File: config.mk
export PLATFORM = sky130hd
export DESIGN_NAME = csa_tree_pipe
export DESIGN_NICKNAME = d
export VERILOG_FILES = /design/src/rtl/csa_tree_pipe.sv
export SDC_FILE = /design/constraint.sdc
export NUM_CORES = 1
export LEC_CHECK = 0
export ABC_AREA = 0
export CAP_MARGIN = 20
export CORE_UTILIZATION = 57
export CTS_CLUSTER_DIAMETER = 60
export DETAILED_ROUTE_END_ITERATION = 10
export PLACE_DENSITY_LB_ADDON = 0.08
export SYNTH_ARGS = -nofsm -noshare
export SYNTH_HDL_FRONTEND = slang
export SYNTH_SLANG_ARGS = --single-unit
File: constraint.sdc
create_clock -name clk -period 3.75 [get_ports clk]
set_clock_uncertainty 0.2 [all_clocks]
set_input_delay 0.9375 -clock clk [delete_from_list [all_inputs] [get_ports clk]]
set_output_delay 0.9375 -clock clk [all_outputs]
set_load 0.1 [all_outputs]
File: src/rtl/csa_tree_pipe.sv
// Pipelined multi-operand carry-save reduction tree with a registered final CPA.
// Each stage is one Dadda height level; the low APPROX_BITS columns can switch to OR-cells per transaction.
module csa_tree_pipe #(
    parameter int WIDTH       = 24,
    parameter int NUM_OPS     = 8,
    parameter int APPROX_BITS = 4
) (
    input  logic                              clk,
    input  logic                              rst_n,
    input  logic                              in_valid_i,
    output logic                              in_ready_o,
    input  logic [NUM_OPS*WIDTH-1:0]          in_data_i,
    input  logic                              in_approx_i,
    output logic                              out_valid_o,
    input  logic                              out_ready_i,
    output logic [WIDTH+$clog2(NUM_OPS)-1:0]  out_sum_o,
    output logic                              out_approx_o
);

    // Dadda height sequence: 2,3,4,6,9,13,19,28,...
    function automatic int dd(input int k);
        int d;
        d = 2;
        for (int i = 0; i < 16; i++)
            if (i < k) d = (d * 3) / 2;
        return d;
    endfunction

    function automatic int levels_f(input int n);
        int l;
        l = 0;
        for (int i = 15; i >= 0; i--)
            if (dd(i) >= n) l = i;
        return l;
    endfunction

    // Number of rows present at the input of level s (s == lv gives the CPA input).
    function automatic int rh(input int s, input int n, input int lv);
        int h;
        h = n;
        for (int k = 0; k < 16; k++)
            if (k < s && h > dd(lv - 1 - k)) h = dd(lv - 1 - k);
        return h;
    endfunction

    localparam int OUT_W  = WIDTH + $clog2(NUM_OPS);
    localparam int LEVELS = levels_f(NUM_OPS);
    localparam logic [OUT_W-1:0] LO_M = OUT_W'((64'd1 << APPROX_BITS) - 64'd1);

    typedef logic [NUM_OPS-1:0][OUT_W-1:0] bank_t;

    // Bitwise 3:2 row compressor; approximate columns become OR cells with no carry.
    function automatic logic [OUT_W-1:0] csa_sum(input logic [OUT_W-1:0] a, b, c,
                                                 input logic apx);
        logic [OUT_W-1:0] s;
        for (int i = 0; i < OUT_W; i++) begin
            if (apx && i < APPROX_BITS) s[i] = a[i] | b[i] | c[i];
            else                        s[i] = c[i] ? ~(a[i] ^ b[i]) : (a[i] ^ b[i]);
        end
        return s;
    endfunction

    function automatic logic [OUT_W-1:0] csa_cy(input logic [OUT_W-1:0] a, b, c,
                                                input logic apx);
        logic [OUT_W-1:0] cy;
        for (int i = 0; i < OUT_W; i++) begin
            if (apx && i < APPROX_BITS) cy[i] = 1'b0;
            else                        cy[i] = (a[i] ^ b[i]) ? c[i] : a[i];
        end
        return cy << 1;
    endfunction

    logic              adv;
    logic [LEVELS:0]   vld_q;
    logic [LEVELS:0]   apx_q;
    logic [OUT_W-1:0]  sum_q, sum_d;
    bank_t             in_rows;
    bank_t             lv_in  [LEVELS];
    logic              lv_apx [LEVELS];
    bank_t             stg_q  [LEVELS];

    assign adv        = !vld_q[LEVELS] || out_ready_i;
    assign in_ready_o = adv;

    always_comb begin
        in_rows = '0;
        for (int k = 0; k < NUM_OPS; k++)
            in_rows[k] = OUT_W'(in_data_i[k*WIDTH +: WIDTH]);
    end

    for (genvar l = 0; l < LEVELS; l++) begin : g_lvl
        localparam int H = rh(l, NUM_OPS, LEVELS);
        localparam int T = rh(l + 1, NUM_OPS, LEVELS);
        localparam int N = H - T;

        bank_t nxt, q;

        if (l == 0) begin : g_src_in
            assign lv_in[l]  = in_rows;
            assign lv_apx[l] = in_approx_i;
        end else begin : g_src_stg
            assign lv_in[l]  = stg_q[l-1];
            assign lv_apx[l] = apx_q[l-1];
        end

        // N compressors consume the first 3N rows; the remaining rows pass straight through.
        always_comb begin
            nxt = '0;
            for (int j = 0; j < N; j++) begin
                nxt[2*j]   = csa_sum(lv_in[l][3*j], lv_in[l][3*j+1], lv_in[l][3*j+2], lv_apx[l]);
                nxt[2*j+1] = csa_cy (lv_in[l][3*j], lv_in[l][3*j+1], lv_in[l][3*j+2], lv_apx[l]);
            end
            for (int j = 3*N; j < H; j++)
                nxt[j-N] = lv_in[l][j];
        end

        always_ff @(posedge clk or negedge rst_n) begin
            if (!rst_n)   q <= '0;
            else if (adv) q <= nxt;
        end

        assign stg_q[l] = q;
    end

    // Approximate CPA: OR across the low columns, exact add above with no carry-in.
    always_comb begin
        if (apx_q[LEVELS-1])
            sum_d = ((stg_q[LEVELS-1][0] & ~LO_M) + (stg_q[LEVELS-1][1] & ~LO_M))
                  | ((stg_q[LEVELS-1][0] | stg_q[LEVELS-1][1]) & LO_M);
        else
            sum_d = stg_q[LEVELS-1][0] + stg_q[LEVELS-1][1];
    end

    always_ff @(posedge clk or negedge rst_n) begin
        if (!rst_n) begin
            vld_q <= '0;
            apx_q <= '0;
            sum_q <= '0;
        end else if (adv) begin
            vld_q <= {vld_q[LEVELS-1:0], in_valid_i};
            apx_q <= {apx_q[LEVELS-1:0], in_approx_i};
            sum_q <= sum_d;
        end
    end

    assign out_valid_o  = vld_q[LEVELS];
    assign out_approx_o = apx_q[LEVELS];
    assign out_sum_o    = sum_q;

endmodule

# [Yosys cells after proc, flatten, opt, wreduce, memory -nomap -nowiden]
# Index checks and enable logic that the tools add are counted.
[word_totals] regBits=403 in_bits=197 elab_cells=691
[classes] add_sub_neg=2 n_mux=337 bitwise_logic=332 n_reduce_logical=2
[ops] operator="$mux 1" n=336
[ops] operator="$not 1->1" n=145
[ops] operator="$xor 1x1->1" n=142
[ops] operator="$add 26x26->27" n=2
[ops] operator="$or 1x1->1" n=43
[ops] operator="$mux 27" n=1
[ops] operator="$or 27x4->27" n=1
[ops] operator="$or 4x4->4" n=1
[ops] operator="$logic_not 1->1" n=1
[ops] operator="$logic_or 1x1->1" n=1

# [Depth between registers and ports, before layout]
# Gate-level depths: netlist of run 1.
[depth] depth_word=4 ltp_mapped=9 mapped_depth_nobuf=9

# [Least setup slack after synthesis of run 1]
# OpenSTA, ideal clock, no wires.
[synth_path] path_type="reg2out" from="reg vld_q[4]" to="out in_ready_o" arrival_time_ps=1661 required_ps=2612 path_slack_ps=952 path_stages_with_launch=5 n_path_buf=2 cell_sequence="dfrtp_1 -> nor2b_1 -> inv_1 -> clkbuf_8 -> buf_6"
[synth_via] elab_chain_len=2
[synth_rtl] element="start: declaration" line="74" rtl="logic [LEVELS:0] vld_q;"
[synth_rtl] element="start signal: assignment" line="140" rtl="vld_q <= {vld_q[LEVELS-1:0], in_valid_i};"
[synth_rtl] element="$logic_not 1->1" line="82" rtl="assign adv = !vld_q[LEVELS] || out_ready_i;"
[synth_rtl] element="$logic_or 1x1->1" line="82"
[synth_rtl] element="end: declaration" line="11" rtl="output logic in_ready_o,"
# No other way between the ends.

# [Worst setup path in the final report of run 1]
[layout_path] from="in out_ready_i" to="out in_ready_o"
[layout_via] elab_chain_len=1
[layout_rtl] element="start: declaration" line="15" rtl="input logic out_ready_i,"
[layout_rtl] element="$logic_or 1x1->1" line="82"
# No other way between the ends.

==> impl_results.md, run 1 <==
* Status: completed
* Clk buf depth at 3
* Worst Hold Slack at 0.1184 ns
* Total GRT Usage at between 20% and 30%
* Critical path startpoint: out_ready_i
* # hold bufs at CTS at 0
* Area Overhead vs Synth at 18.71%
* Post-synth EDFFs at 0
* DRT Pass-1 Iters at 5
* Crit path capture type: output pin
* Clock slew at reported path FFs at about 0.06 ns
* Post-Syn Nets at 2455
* Seq/Total Area, Yosys at around 50%
* Top-count cell post-synth: nand2_1
* Post-synthesis register bit count at between 400 and 500
* Post-CTS setup buffer count at 0
* Die H at about 190 µm
* # rows at approximately 70
* Share of the synthesized area in the top cell type at around 50%
* DRC at 0
* Cells after synthesis at approximately 2200
* I/O pin cnt at 227
* Initial DRC Count at 1038
* ANT nets after route at 0
* Die ar. at roughly 0.036 mm²
* Max-Cap Viols at 0
* CTS tree: built
* Biggest area consumer among synthesized cells: dfrtp_1
* Vias at around 15000
* Clock Latency Late Sink at approximately 0.52 ns
* Worst r2r dst: out_sum_o[22]
* Final Total Pwr at just over 20000 µW
* Hold Vio Cnt, Final at 0
* Core box area at roughly 0.035 mm²
* Maximum vdd drop at between 1 and 1.5 mV
* Tmin final at about 3.2 ns
* Critical Path Source Type: input pin
* Gr ovfl total at 0
* Slew @ Worst Pin at ~1.2 ns
* Avg Inst Size Synth at 9.161 µm²
* Clock sinks at 403
* RSZ-0062 raised after global routing: no
* Peak Freq at roughly 320 MHz
* Fraction of layout cells with a size suffix above 1 at 4.932%
* Crit Path Category: input pin to output pin
* Synthesis Warnings at 0
* Net count of the finished layout at approximately 2600
* Worst R2R Path Depth at 9
* First-pass GRT wire length at around 70 mm
* Relative slew slack at about a fifth
* Crit path DAT at 2.02 ns
* PortBufs at approximately 230
* Gates resized, CTS repair at 0
* GPL Wtd Cong at about 0.87
* Critical Path RT at around 2.6 ns
* Detailed-route wire length at ~42 mm
* Initial antenna violation count at 1
* Final Cycle Share at between 80% and 90%
* Vias in the first global route at 14360
* Fin util at between 60% and 70%
* Cell variety after synth at 51
* Post-synth top cells: nand2_1, dfrtp_1, o21ai_0, a21oi_1, nor2_1
* Post-Synthesis Cell Area at roughly 0.02 mm²
* CTS Buf Count at between 40 and 50
* Primary FF master, synth: dfrtp_1
* CTS root buf: clkbuf_16
* Slew Limit Fails at 0
* # setup viols final at 0
* DPL Wire Length at 30.27 mm
* Pleak at 0.01066 µW
* Vias per inst at roughly 5.4
* Die width at between 150 and 200 µm
* Wire per inst at about 15 µm
* Critical R2R Launch: g_lvl[3].q[4]
* FFs w/ async S/R, synth at 100.0%
* Main area contributors after synthesis: dfrtp_1, nand2_1, xor2_1
* Pwr dens at 863.6 mW/mm²
* Initial Utilization at between 50% and 60%
* CTS H-tree depth at 2
* Hold Path Class: input pin to asynchronous set/reset pin
* Critical-path maximum fanout at 31
* Setup TNS at 0 ns
* Critical Path End: in_ready_o
* Worst R2R Setup Slack at 0.84 ns
* Largest net degree at the start of global routing at approximately 300
-- power breakdown --
| group | total, µW | internal, µW | switching (µW) |
|---|---|---|---|
| Sequential | 8000 | 6240 | 1760 |
| Clock | 3810 | 2190 | 1620 |
| Combinational | 8890 | 3560 | 5320 |
-- stage by stage --
step                      cell area (µm²)  setup WS [ns]  std cells
after floorplan                     20190         0.9518       2204
after global placement              22720         0.6036       2797
after detailed placement            22720         0.5922       2797
after CTS                           23970         0.5860       2868
after global routing                23970         0.5520       2869
final                               23970         0.5890       2869
-- state kept, by name, summed over array words and instances (netlist names) --
| signal | count |
|---|---|
| vld_q | 5 |
| out_sum_o | 27 |
| g_lvl.q | 366 |
| apx_q | 5 |
-- metal layers --
layer / wire length [µm] / up-vias / global-route usage [%] / part of all wire (%)
met4: 809 / 0 / 6.062 / 1.9
met2: 18470 / 333 / 36.15 / 43
met3: 2031 / 59 / 3.460 / 4.8
met1: 21150 / 7253 / 36.46 / 50
li1: - / 7775 / - / -
met5: 0 / - / 0 / 0
-- area by class of cell --
cell class | count | area, µm²
fillers | 2737 | 10740
flip-flops and latches | 403 | 10080
multi-input cells | 1646 | 9490
repair buffers | 237 | 2362
clock buffers | 60 | 1187
well taps | 455 | 569.3
inverters | 56 | 215.2
clock inverters | 11 | 58.81
diodes | 1 | 2.502
-- cells in the final DEF (no fill, tap or decap), types with 55 or more instances in the layout --
| master | synthesis | layout |
|---|---|---|
| dfrtp_1 | 403 | 403 |
| a21oi_1 | 173 | 173 |
| inv_1 | 56 | 55 |
| o31ai_1 | 122 | 122 |
| nor2_1 | 159 | 159 |
| xnor2_1 | 134 | 134 |
| xor2_1 | 140 | 140 |
| o21ai_0 | 193 | 193 |
| nand2_1 | 551 | 551 |
| clkdlybuf4s50_1 | 0 | 195 |
-- worst max-delay path: stages --
cell	delay, ns
clkdlybuf4s50_1	0.44
nor2b_4	0.26
inv_6	0.16
buf_12	0.21
-- worst min path at each step --
stage | from | endpoint | slack (ns)
2_1_floorplan | vld_q[3] | vld_q[3] | 0.23
3_3_place_gp | vld_q[3] | vld_q[3] | 0.24
3_5_place_dp | vld_q[2] | vld_q[2] | 0.26
4_1_cts | rst_n | g_lvl[0].q[135] | 0.13
5_1_grt | rst_n | out_sum_o[1] | 0.14
6_report | rst_n | g_lvl[0].q[135] | 0.12
-- cells by family after synthesis --
logic type               Yosys count  synth area share, %
flip-flops                       403                49.94
AND/OR/NAND/NOR                  756                14.74
adder cells (fa/ha/maj)           54                3.420
buffers and inverters            155                3.092
XOR/XNOR                         274                11.89
AO/OA/AOI/OAI                    549                16.27
multiplexers                      13               0.6444
No activity file was read; power rests on OpenSTA's default activity.
==> inputs of run 2 (changes only) <==
- clock period: 3.75 -> 3.2 ns (I/O delays scaled with it)
==> impl_results.md, run 2 (synthesis gave the netlist of run 1 again) <==
* Status: completed
* Die width at 190.2 µm (unchanged)
* Crit path DAT at 3.13 ns (+1.11 ns)
* Clock Latency Late Sink at 0.54 ns (+0.02 ns)
* Relative slew slack at 52.57% (+31 points)
* Vias in the first global route at 14550 (+1.3%)
* Tmin final at ~2.9 ns
* Clock sinks at 403 (unchanged)
* ANT nets after route at 0 (unchanged)
* Commonest non-fill, non-tap cells in the layout: nand2_1, dfrtp_1, clkdlybuf4s50_1
* Area Overhead vs Synth at 20.40%
* FILL cells at 2755 (+0.66%)
* Hold Path Class: flip-flop to flip-flop
* Detailed-route wire length at 42.79 mm (+0.78%)
* Total GRT Usage at 24.29% (+0.29 points)
* Critical path's top delay family: compound AO/OA/AOI/OAI gates
* Critical Path RT at 3.40 ns (+0.79 ns)
* Worst r2r dst: out_sum_o[22]
* Worst R2R Path Depth at 9 (unchanged)
* M3 GR Usage at 3.331% (-0.13 points)
* Min-Delay Endpoint: out_sum_o[0]
* Sequential cell area at 0.01008 mm² (unchanged)
* Fraction of layout cells with a size suffix above 1 at 5.636% (+0.70 points)
* Peak Freq at 341.4 MHz
* Worst path slowest cell: a221oi_4
* PortBufs at 226 (unchanged)
* Max-Cap Viols at 0 (unchanged)
* Pleak at 0.01083 µW (+1.6%)
* Post-placement cell area at 0.02285 mm² (+0.58%)
* GR Layer Usage met2 at 37.07% (+0.93 points)
* Maximum vdd drop at 1.072 mV (-16%)
* GR Layer Usage met1 at 36.62% (+0.16 points)
* Die ar. at 0.03618 mm² (unchanged)
* Initial DRC Count at 867 (-16%)
* Critical R2R Launch: g_lvl[3].q[4]
* # setup viols final at 0 (unchanged)
* Fin cells at 2886 (+0.59%)
* Initial Utilization at 58.17% (unchanged)
* Slew @ Worst Pin at 0.7114 ns (-0.4709 ns)
* RSZ-0062 raised after global routing: no
* Area of the multi-input gates at 0.009490 mm² (unchanged)
* CTS root buf: clkbuf_16
* CTS Buf Count at 44 (+7.3%)
* DPL Wire Length at 30.88 mm (+2.0%)
* Commonest non-fill, non-tap cell in the layout: nand2_1
* Crit Path Category: flip-flop to flip-flop
* CTS tree: built
* DRT Pass-1 Iters at 5 (unchanged)
* # rows at 68 (unchanged)
* Worst R2R Setup Slack at 0.27 ns (-0.57 ns)
* Hold Crit Depth at 2
* Clk buf depth at 3 (unchanged)
* CTS H-tree depth at 2 (unchanged)
* Min-delay src: out_sum_o[0]
* Wire per inst at 14.83 µm (+0.19%)
* Placed insts at 2808 (+0.39%)
* I/O pin cnt at 227 (unchanged)
* Design area at 0.02431 mm² (+1.4%)
* Top reg by flops: g_lvl.q
* Core box area at 0.03471 mm² (unchanged)
* GPL Wtd Cong at 0.8160 (-6.0%)
* Crit-path cells: ha_1 -> fa_1 -> a211o_1 -> a21oi_2 -> o41ai_4 -> a221oi_4 -> a31oi_4 -> xnor2_1 -> a21oi_1
* Critical Path Source Type: flip-flop
* DRC at 0 (unchanged)
* Clock slew at reported path FFs at 0.06 ns (about the same)
* Vias per inst at 5.347 (-0.52%)
* Die H at 190.2 µm (unchanged)
* Slew Limit Fails at 0 (unchanged)
* Hold Vio Cnt, Final at 0 (unchanged)
* Post-CTS setup buffer count at 0 (unchanged)
* Max reg flops at 366 (unchanged)
* Gr ovfl total at 0 (unchanged)
* Grt peak-use layer: met2
* Pwr dens at 1022 mW/mm² (+18%)
* Setup TNS at 0 ns (unchanged)
* Fin util at 70.03% (+0.98 points)
* Final Cycle Share at about nine tenths
* Crit path capture type: flip-flop
* Critical-path maximum fanout at 5 (-84%)
* WP buf/inv at 0 (-3)
* Worst Hold Slack at 0.2631 ns (+0.1446 ns)
* CP peak stage delay at 0.50 ns (+0.06 ns)
* First-pass GRT wire length at 71.06 mm (+1.1%)
* Largest net degree at the start of global routing at 135 (-54%)
* Net count of the finished layout at 2651 (+0.57%)
* Ant. Diodes at 0 (-1)
* Initial antenna violation count at 0 (-1)
* Vias at 15430 (+0.065%)
## run 2: final cells by class
class / count / share of cell area, %
clock buffers: 67 / 5.507
clock inverters: 10 / 0.4426
inverters: 56 / 0.8852
multi-input cells: 1646 / 39.04
flip-flops and latches: 403 / 41.48
well taps: 455 / 2.342
repair buffers: 249 / 10.30
## run 2: worst register-to-register path, cell delays in order, from the launching register on
cell,delay (ns)
dfrtp_1,0.38
ha_1,0.24
fa_1,0.42
a211o_1,0.33
a21oi_2,0.18
o41ai_4,0.14
a221oi_4,0.50
a31oi_4,0.15
xnor2_1,0.16
a21oi_1,0.08
## run 2: power by group
part | internal, µW | switching, µW
Clock | 3030 | 1960
Sequential | 7310 | 2080
Combinational | 4250 | 6230
Total | 14600 | 10300
## run 2: timing repair
action	CTS	global route
hold endpoints to repair	1	0
hold buffers	1	0
resized for setup	0	0
## run 2: worst max-delay path by stage
stage	depth (start not counted)	slack (ns)	startpoint	endpoint
2_1_floorplan	4	0.54	vld_q[4]	in_ready_o
3_3_place_gp	9	0.39	g_lvl[3].q[4]	out_sum_o[20]
3_5_place_dp	9	0.30	g_lvl[3].q[4]	out_sum_o[24]
4_1_cts	9	0.27	g_lvl[3].q[4]	out_sum_o[24]
5_1_grt	9	0.17	g_lvl[3].q[4]	out_sum_o[22]
6_report	9	0.27	g_lvl[3].q[4]	out_sum_o[22]
## run 2: through the flow
stage               setup WS [ns]  power [µW]
floorplan                  0.5393       17120
global placement           0.3899       19450
detailed placement         0.3005       19910
CTS                        0.2678       25030
global route               0.1695       26680
finish                     0.2709       24850
## run 2: routing by layer
layer	part of all wire [%]	vias up	wire (µm)
met1	50	7271	21440
met2	44	297	18820
li1	-	7804	-
met3	4.1	58	1749
met5	0	-	0
met4	1.8	0	779
